## src/rtl/fib_decimal_printer_pkg.sv

```systemverilog
`default_nettype none
// ============================================================================
// Module      : fib_decimal_printer_pkg
// Description : Shared types and constants for the Fibonacci decimal printer.
// Revision    : 1.0 - initial release
// ============================================================================
package fib_decimal_printer_pkg;

  // Printer sequencing states
  typedef enum logic [2:0] {
    IDLE    = 3'd0,
    CONVERT = 3'd1,
    EMIT    = 3'd2,
    CR      = 3'd3,
    LF      = 3'd4,
    FINISH  = 3'd5
  } state_e;

  localparam logic [7:0] ASCII_ZERO = 8'h30;
  localparam logic [7:0] ASCII_CR   = 8'h0D;
  localparam logic [7:0] ASCII_LF   = 8'h0A;

endpackage : fib_decimal_printer_pkg
`default_nettype wire

```

## src/rtl/fib_decimal_printer_if.sv

```systemverilog
`default_nettype none
// ============================================================================
// Module      : fib_decimal_printer_if
// Description : Byte valid/ready stream from the printer to the UART TX.
// Revision    : 1.0 - initial release
// ============================================================================
interface fib_decimal_printer_if;

  logic [7:0] tx_data;
  logic       tx_valid;
  logic       tx_ready;

  // Byte producer (printer)
  modport master (
    output tx_data,
    output tx_valid,
    input  tx_ready
  );

  // Byte consumer (UART transmitter)
  modport slave (
    input  tx_data,
    input  tx_valid,
    output tx_ready
  );

endinterface : fib_decimal_printer_if
`default_nettype wire

```

## src/rtl/fib_decimal_printer_bin2bcd_seq.sv

```systemverilog
`default_nettype none
// ============================================================================
// Module      : bin2bcd_seq
// Description : Sequential double-dabble, one input bit per clock. A load
//               starts a WIDTH-cycle conversion; bcd_valid marks the cycle
//               of the final shift, so bcd is complete from the next cycle
//               and is held until the following load.
// Revision    : 1.0 - initial release
// ============================================================================
module bin2bcd_seq #(
  parameter int WIDTH  = 32,
  parameter int DIGITS = 10
) (
  input  logic                  clk,
  input  logic                  rst,
  input  logic                  load,
  input  logic [WIDTH-1:0]      bin,
  output logic [4*DIGITS-1:0]   bcd,
  output logic                  bcd_valid
);

  localparam int CNT_W = $clog2(WIDTH + 1);

  logic [CNT_W-1:0]    cnt_q, cnt_d;
  logic [WIDTH-1:0]    shreg_q, shreg_d;
  logic [4*DIGITS-1:0] bcd_q, bcd_d;
  logic [4*DIGITS-1:0] w_adj;

  // Add-3 correction on every nibble that would overflow past 9 after shifting
  for (genvar gi = 0; gi < DIGITS; gi++) begin : g_adj
    assign w_adj[4*gi +: 4] = (bcd_q[4*gi +: 4] >= 4'd5) ?
                              (bcd_q[4*gi +: 4] + 4'd3) : bcd_q[4*gi +: 4];
  end

  // Next-state: load a new value, or perform one correct-then-shift step
  always_comb begin
    cnt_d   = cnt_q;
    shreg_d = shreg_q;
    bcd_d   = bcd_q;
    if (load) begin
      cnt_d   = CNT_W'(WIDTH);
      shreg_d = bin;
      bcd_d   = '0;
    end else if (cnt_q != '0) begin
      bcd_d   = {w_adj[4*DIGITS-2:0], shreg_q[WIDTH-1]};
      shreg_d = {shreg_q[WIDTH-2:0], 1'b0};
      cnt_d   = cnt_q - CNT_W'(1);
    end
  end

  // Conversion registers
  always_ff @(posedge clk) begin
    if (rst) begin
      cnt_q   <= '0;
      shreg_q <= '0;
      bcd_q   <= '0;
    end else begin
      cnt_q   <= cnt_d;
      shreg_q <= shreg_d;
      bcd_q   <= bcd_d;
    end
  end

  assign bcd       = bcd_q;
  assign bcd_valid = (cnt_q == CNT_W'(1));

endmodule : bin2bcd_seq
`default_nettype wire

```

## src/rtl/fib_decimal_printer.sv

```systemverilog
`default_nettype none
// ============================================================================
// Module      : fib_decimal_printer
// Description : On a rising edge of start, converts value to decimal and
//               streams the ASCII digits (leading zeros suppressed), then
//               optionally CR LF, over a byte valid/ready handshake.
// Revision    : 1.0 - initial release
// ============================================================================
module fib_decimal_printer
  import fib_decimal_printer_pkg::*;
#(
  parameter int WIDTH       = 32,
  parameter int DIGITS      = 10,
  parameter int APPEND_CRLF = 1
) (
  input  logic                  clk,
  input  logic                  rst,
  input  logic                  start,
  input  logic [WIDTH-1:0]      value,
  fib_decimal_printer_if.master tx,
  output logic                  busy,
  output logic                  done
);

  localparam int             IDX_W     = (DIGITS > 1) ? $clog2(DIGITS) : 1;
  localparam logic [IDX_W-1:0] C_IDX_TOP = IDX_W'(DIGITS - 1);

  state_e              state_q, state_d;
  logic [IDX_W-1:0]    idx_q, idx_d;
  logic                seen_q, seen_d;   // a nonzero digit has been sent
  logic                gap_q, gap_d;     // idle cycle after every transfer
  logic                start_q;
  logic                busy_q;
  logic                done_q;

  logic                w_edge;
  logic                w_load;
  logic [4*DIGITS-1:0] w_bcd;
  logic                w_bcd_valid;
  logic [4*DIGITS-1:0] w_bcd_sh;
  logic [3:0]          w_digit;
  logic                w_tx_valid;
  logic [7:0]          w_tx_data;

  assign w_edge   = start & ~start_q;
  assign w_bcd_sh = w_bcd >> {idx_q, 2'b00};
  assign w_digit  = w_bcd_sh[3:0];

  bin2bcd_seq #(
    .WIDTH  (WIDTH),
    .DIGITS (DIGITS)
  ) u_bin2bcd (
    .clk       (clk),
    .rst       (rst),
    .load      (w_load),
    .bin       (value),
    .bcd       (w_bcd),
    .bcd_valid (w_bcd_valid)
  );

  // Sequencer: edge accept, conversion wait, digit skip/send, CR LF, done
  always_comb begin
    state_d    = state_q;
    idx_d      = idx_q;
    seen_d     = seen_q;
    gap_d      = 1'b0;
    w_load     = 1'b0;
    w_tx_valid = 1'b0;
    w_tx_data  = 8'h00;
    case (state_q)
      IDLE: begin
        if (w_edge) begin
          w_load  = 1'b1;
          state_d = CONVERT;
        end
      end
      CONVERT: begin
        if (w_bcd_valid) begin
          state_d = EMIT;
          idx_d   = C_IDX_TOP;
          seen_d  = 1'b0;
        end
      end
      EMIT: begin
        if (!gap_q) begin
          if (!seen_q && (w_digit == 4'h0) && (idx_q != '0)) begin
            idx_d = idx_q - IDX_W'(1);
          end else begin
            w_tx_valid = 1'b1;
            w_tx_data  = ASCII_ZERO + {4'h0, w_digit};
            if (tx.tx_ready) begin
              seen_d = 1'b1;
              gap_d  = 1'b1;
              if (idx_q == '0) begin
                state_d = (APPEND_CRLF != 0) ? CR : FINISH;
              end else begin
                idx_d = idx_q - IDX_W'(1);
              end
            end
          end
        end
      end
      CR: begin
        if (!gap_q) begin
          w_tx_valid = 1'b1;
          w_tx_data  = ASCII_CR;
          if (tx.tx_ready) begin
            gap_d   = 1'b1;
            state_d = LF;
          end
        end
      end
      LF: begin
        if (!gap_q) begin
          w_tx_valid = 1'b1;
          w_tx_data  = ASCII_LF;
          if (tx.tx_ready) begin
            state_d = FINISH;
          end
        end
      end
      FINISH: begin
        state_d = IDLE;
      end
      default: begin
        state_d = IDLE;
      end
    endcase
  end

  // State and registered status outputs
  always_ff @(posedge clk) begin
    if (rst) begin
      state_q <= IDLE;
      idx_q   <= '0;
      seen_q  <= 1'b0;
      gap_q   <= 1'b0;
      start_q <= 1'b0;
      busy_q  <= 1'b0;
      done_q  <= 1'b0;
    end else begin
      state_q <= state_d;
      idx_q   <= idx_d;
      seen_q  <= seen_d;
      gap_q   <= gap_d;
      start_q <= start;
      busy_q  <= (state_d != IDLE);
      done_q  <= (state_d == FINISH);
    end
  end

  assign tx.tx_valid = w_tx_valid;
  assign tx.tx_data  = w_tx_data;
  assign busy        = busy_q;
  assign done        = done_q;

endmodule : fib_decimal_printer
`default_nettype wire

```

## src/flat_wrapper.sv

```systemverilog
// flat-port wrapper written by rule: the top's interface ports become plain ports
module fib_decimal_printer_flat import fib_decimal_printer_pkg::*;
#(
  parameter int WIDTH       = 32,
  parameter int DIGITS      = 10,
  parameter int APPEND_CRLF = 1
)
  (clk, rst, start, value, busy, done, tx_tx_data, tx_tx_valid, tx_tx_ready);
  fib_decimal_printer_if tx_i ();
  input  logic clk;
  input  logic rst;
  input  logic start;
  input  logic [WIDTH-1:0] value;
  output logic busy;
  output logic done;
  output wire logic [$bits(tx_i.tx_data)-1:0] tx_tx_data;
  output wire logic [$bits(tx_i.tx_valid)-1:0] tx_tx_valid;
  input wire logic [$bits(tx_i.tx_ready)-1:0] tx_tx_ready;
  assign tx_tx_data = tx_i.tx_data;
  assign tx_tx_valid = tx_i.tx_valid;
  assign tx_i.tx_ready = tx_tx_ready;
  fib_decimal_printer #(.WIDTH(WIDTH), .DIGITS(DIGITS), .APPEND_CRLF(APPEND_CRLF)) u_core (.clk(clk), .rst(rst), .start(start), .value(value), .tx(tx_i), .busy(busy), .done(done));
endmodule
```

## config.mk

```make
export PLATFORM = sky130hd
export DESIGN_NAME = fib_decimal_printer_flat
export DESIGN_NICKNAME = d
export VERILOG_FILES = /design/src/rtl/fib_decimal_printer_pkg.sv /design/src/rtl/fib_decimal_printer_if.sv /design/src/rtl/fib_decimal_printer_bin2bcd_seq.sv /design/src/rtl/fib_decimal_printer.sv /design/src/flat_wrapper.sv
export SDC_FILE = /design/constraint.sdc
export NUM_CORES = 1
export LEC_CHECK = 0
export CAP_MARGIN = 20
export CELL_PAD_IN_SITES_DETAIL_PLACEMENT = 0
export CELL_PAD_IN_SITES_GLOBAL_PLACEMENT = 1
export CORE_ASPECT_RATIO = 0.6
export CORE_UTILIZATION = 43
export DETAILED_ROUTE_END_ITERATION = 10
export GPL_TIMING_DRIVEN = 0
export PLACE_DENSITY = 0.85
export REMOVE_ABC_BUFFERS = 1
export SLEW_MARGIN = 20
export SYNTH_ARGS = -nofsm -noshare
export SYNTH_HDL_FRONTEND = slang
export SYNTH_SLANG_ARGS = --single-unit
```

## constraint.sdc

```tcl
create_clock -name clk -period 2.5 [get_ports clk]
set_input_delay 0.25 -clock clk [delete_from_list [all_inputs] [get_ports clk]]
set_output_delay 0.25 -clock clk [all_outputs]
set_load 0.05 [all_outputs]
```

======== Yosys cells after proc, flatten, opt, wreduce, memory -nomap -nowiden ========
Cells that the tools add are included.
operators by class
  add/sub/neg operators ................... 13
  $lt $le $gt $ge ......................... 10
  equality and inequality tests ........... 12
  shift operators ......................... 1
  multiplexer cells ....................... 52
  bitwise operators ....................... 2
  reduce and logical (&&, ||, !) cells .... 15
operator list
  kind                   count
  $mux W32               2
  $mux W4                16
  $ge A4 B3 Y1 const B   10
  $shr A40 B6 Y4         1
  $add A4 B2 Y4 const B  9
  $mux W3                11
  $pmux W8 S3            1
  $mux W8                2
  $pmux W3 S5            1
  $mux W1                13
  $mux W6                2
  $reduce_and A5 Y1      2
  $logic_not A4 Y1       2
  $ne A2 B2 Y1 const B   4
  $pmux W4 S2            1
  $add A6 B4 Y7 const A  1
  $eq A3 B2 Y1 const B   2
  $eq A3 B3 Y1 const B   2
  $eq A6 B1 Y1 const B   1
  $ne A3 B2 Y1 const B   2
  $pmux W1 S2            3
  $reduce_bool A6 Y1     1
  $sub A6 B1 Y6 const B  1
  $reduce_bool A2 Y1     2
  11 further kinds       13
storage, ports and cells
  bits in registers ....................... 90
  input bits .............................. 36
  output and inout bits ................... 11
  logic and storage cells ................. 116

======== Logic depth before layout (Yosys ltp) ========
  depth after elaboration ................. 8
  mapped depth ............................ 10
  mapped depth without buffers ............ 8

======== Hierarchy ========
From an unflattened synthesis, not the netlist that was laid out.
second synthesis, totals
  cell total of the unflattened synthesis .. 698
  area, all modules ....................... 5766.8 sq um
by module, submodules not included
  module               instances  cells an instance  area each (sq um)  sequential area each (sq um)
  bin2bcd_seq          1          559                4569.4             1561.5
  fib_decimal_printer  1          139                1197.4             240.2

======== Worst setup path before layout ========
OpenSTA, ideal clock, no wires.
  kind .................................... register to output
  from .................................... reg u_core.idx_q[2]
  to ...................................... out tx_tx_data[5]
  arrival time ............................ 2453 ps
  slack ................................... -203 ps
  stages on the path, launching flop included .. 7
  path buffers ............................ 2
  path through ............................ dfxtp_1 > buf_6 > or3b_2 > o221ai_1 > o21ai_1 > nor2_1 > buf_4
on the way
  word-level cells in the longest chain between the ends .. 7
  elaborated cells between the ends (all ways) .. 9
  classes of those cells .................. 1 x add/sub; 1 x shift; 3 x mux; 4 x reduce/logical
ends and longest elaborated chain
  item                                                   line                        text
  from (decl)                                            fib_decimal_printer.sv:29   logic [IDX_W-1:0] idx_q, idx_d;
  from (signal assigned)                                 fib_decimal_printer.sv:143  idx_q <= idx_d;
  branches (longest 4 deep; another with $add A6 B4 Y7)  -
  $mux W8 (*)                                            fib_decimal_printer.sv:86   if (!seen_q && (w_digit == 4'h0) && (idx_q != '0)) begin
  $mux W8 (*)                                            fib_decimal_printer.sv:85   if (!gap_q) begin
  $pmux W8 S3 (*)                                        fib_decimal_printer.sv:70   case (state_q)
  to (decl)                                              flat_wrapper.sv:16          output wire logic [$bits(tx_i.tx_data)-1:0] tx_tx_data;
Every way passes the cells marked *.

======== Worst setup path after layout ========
  from .................................... reg u_core.idx_q[1]
  to ...................................... out tx_tx_valid
on the way
  word-level cells in the longest chain between the ends .. 7
  elaborated cells between the ends (all ways) .. 8
  classes of those cells .................. 1 x shift; 3 x mux; 4 x reduce/logical
ends and longest elaborated chain
  item                     line                       text
  $shr A40 B6 Y4           fib_decimal_printer.sv:46  assign w_bcd_sh = w_bcd >> {idx_q, 2'b00};
  $logic_not A4 Y1         fib_decimal_printer.sv:86
  $logic_and A1 B1 Y1      fib_decimal_printer.sv:86
  $logic_and A1 B1 Y1 (*)  fib_decimal_printer.sv:86
  $mux W1 (*)              fib_decimal_printer.sv:86
  $mux W1 (*)              fib_decimal_printer.sv:85
  $pmux W1 S2 (*)          fib_decimal_printer.sv:70
  to (decl)                flat_wrapper.sv:17         output wire logic [$bits(tx_i.tx_valid)-1:0] tx_tx_valid;
Mark *: on every way between the ends. The rest lies on a longest branch, timed or not.

==> flow_metrics.tcl <==
set metrics [dict create \
    status "complete, but fails checks" \
    failed_checks "setup timing" \
    finalSetupTns_ps -313 \
    synthSimpleGateAreaFrac 0.243 \
    num_rows 29 \
    drv_cap 0 \
    avgRoutedWirePerCell_um 15.1 \
    synth_edf_count 0 \
    maxSlewHeadroom 0.510 \
    hold_end "u_core.start_q" \
    route.met3.wl_um 374 \
    synthCells 633 \
    hp-start "rst" \
    ant_nets 0 \
    diodes 0 \
    post-place-ws_ps -911 \
    worst_pin_slew_ps 736 \
    place_congestion 0.813 \
    synthMuxAreaShare 0.0389 \
    r2r_slack_ps 160 \
    die_x_um 140 \
    rsz0062_at_grt "true" \
    layout_min_cycle_time_ps 2630 \
    finalNetCount 720 \
    grt_pass1_vias 4093 \
    r2r_cells 9 \
    hold_path_class "primary input to flip-flop" \
    required_ps 2250 \
    viasPerCell 5.50 \
    synth-async-reset-ratio 0 \
    ys.warnings.count 0 \
    holdBufCountCts 0 \
    area_growth_pct 21.3 \
    start_util 0.452 \
    yosys.area_share.xor_xnor 0.0233 \
    remaining_drc_errors 0 \
    dr.pass1.iters 5 \
    drive_gt1_frac 0.0931 \
    whs_path_depth 2 \
    whs_ps 298 \
    synth_top_family_by_area "simple AND/OR/NAND/NOR gates" \
    power_density_mw_per_mm2 1020 \
    crit_path_max_fanout 6 \
    cts_sinks 90 \
    wl_met2_um 5080 \
    dr.first_iter.drc_count 277 \
    grt_first_pass_wirelength_um 20000 \
    port_buffers 44 \
    cts_buffers 9 \
    power_mw 6.02 \
    worstSetupPathType "flip-flop to output pin" \
    synthFlopType "dfxtp_1" \
    top_layer "met4" \
    clockRootBuffer "clkbuf_16" \
    final_cell_mix "nand2_1, dfxtp_1, nor2_1" \
    grt_overflow 0 \
    hold_viol_final 0 \
    syn_avg_cell_area_sq_um 7.72 \
    grt_usage 0.210 \
    instances_no_fill 805 \
    synth-seq-cells 90 \
    grt_max_degree 68 \
    setup_violations 3 \
    leakage_nw 2.06 \
    pin_count 47 \
    drt-met1-wl_um 6660 \
    syn_area_sq_mm 0.00489 \
    final_common_cell "nand2_1" \
    slew_viol_final 0 \
    antenna_found_initial 0 \
    hpwlAfterDp_um 7810 \
    worstSkewPairLatency_ps 340 \
    htreeDepth 3 \
    critPathCaptureType "output pin" \
    rr_startpoint "u_core.idx_q[1]" \
    coreArea_sq_mm 0.0108 \
    max_freq_mhz 380 \
    path_clk_slew_ps 70 \
    die_area_sq_mm 0.0118 \
    worstPathArrival_ps 2380 \
    start_kind "flip-flop" \
    fin_crit_sh 1.05 \
    finClkSkew_ps 9.77 \
    synth_fa_ha_area_frac 0.0589 \
    ys_types 54 \
    wl_um 12200 \
    vias 4427 \
    synth_compound_area_frac 0.208 \
    clock_path_buffers 2 \
    rr_endpoint "u_core.idx_q[2]" \
    placed_cells 780 \
    chipHeight_um 84.6 \
    ys_seq_area_frac 0.369 \
    fin_ws_ps -129 \
    ir_drop_uv 893 \
    cts_tree "built" \
]
what timing repair did:
action,CTS,global route
gates resized for setup,63,14
setup endpoints to repair,13,35
pin swaps,1,2
setup buffers,6,2
gates cloned,0,1
critical path, cell delays in order, from the launching register on:
cell	delay [ps]
dfxtp_4	410
buf_6	150
mux2i_1	210
o22ai_1	110
or4_4	440
nand4b_4	220
o31ai_2	200
a21oi_1	90
buf_4	200
final cells by class:
class | instances | area, sq um
Tap cell | 139 | 174
Clock inverter | 6 | 113
Sequential cell | 90 | 1810
Multi-Input combinational cell | 478 | 2910
Timing Repair Buffer | 55 | 578
Inverter | 27 | 101
Clock buffer | 10 | 239
Fill cell | 994 | 4890
cells by family (layout without fill, tap and decap cells):
kind of cell,after synthesis,after routing
adders and majority gates,23,23
other,1,2
AOI/OAI and AO/OA,159,159
muxes,16,16
xor gates and xnor gates,13,13
DFF,90,90
buffers and inverters,67,98
and+or+nand+nor,264,265
metrics by stage:
step / utilization / area [sq um]
after floorplan: - / 4700
after global placement: 0.492 / 5320
after detailed placement: 0.501 / 5420
after CTS: 0.543 / 5870
after global routing: 0.548 / 5920
final: 0.548 / 5920
flip-flops by register name, indices dropped and copies added, names as in the netlist:
register / flops
u_core.gap_q: 1
u_core.u_bin2bcd.shreg_q: 32
u_core.busy: 1
u_core.u_bin2bcd.bcd: 40
u_core.done: 1
u_core.state_q: 3
u_core.idx_q: 4
u_core.start_q: 1
u_core.seen_q: 1
u_core.u_bin2bcd.cnt_q: 6
synth_stat cells, types with 9 or more instances:
| master | count | share of area |
|---|---|---|
| dfxtp_1 | 90 | 0.37 |
| nor2_1 | 68 | 0.052 |
| a211oi_1 | 12 | 0.018 |
| mux2i_1 | 13 | 0.027 |
| a311oi_1 | 32 | 0.057 |
| clkbuf_1 | 32 | 0.025 |
| ha_1 | 23 | 0.059 |
| nor3b_1 | 9 | 0.014 |
| inv_1 | 27 | 0.021 |
| nand2_1 | 124 | 0.095 |
| nand2b_1 | 16 | 0.020 |
| a21oi_1 | 59 | 0.060 |
| nand3_1 | 17 | 0.017 |
| xnor2_1 | 12 | 0.022 |
| o21ai_0 | 34 | 0.035 |
worst max-delay path by stage:
stage          slack (ps)  cells past startpoint              start                        end
5_1_grt              -230                      8    u_core.idx_q[1]                tx_tx_valid
2_1_floorplan        -780                      4  u_core.state_q[1]  u_core.u_bin2bcd.cnt_q[1]
4_1_cts              -120                      8    u_core.idx_q[1]                tx_tx_valid
6_report             -130                      8    u_core.idx_q[1]                tx_tx_valid
3_5_place_dp         -910                      7    u_core.idx_q[1]              tx_tx_data[5]
3_3_place_gp        -2260                      4              start    u_core.u_bin2bcd.bcd[8]
where the power goes:
group | internal (mW) | switching [mW] | total (mW)
registers | 1.71 | 0.285 | 2.00
clock network | 1.01 | 0.578 | 1.59
logic | 0.853 | 1.59 | 2.44
per-layer routing:
layer / up-vias / global-route usage
li1: 2259 / -
met1: 2103 / 0.304
met2: 57 / 0.315
met3: 8 / 0.0468
met4: 0 / 0.0519
met5: - / 0
No activity file was read; power rests on OpenSTA's default activity.
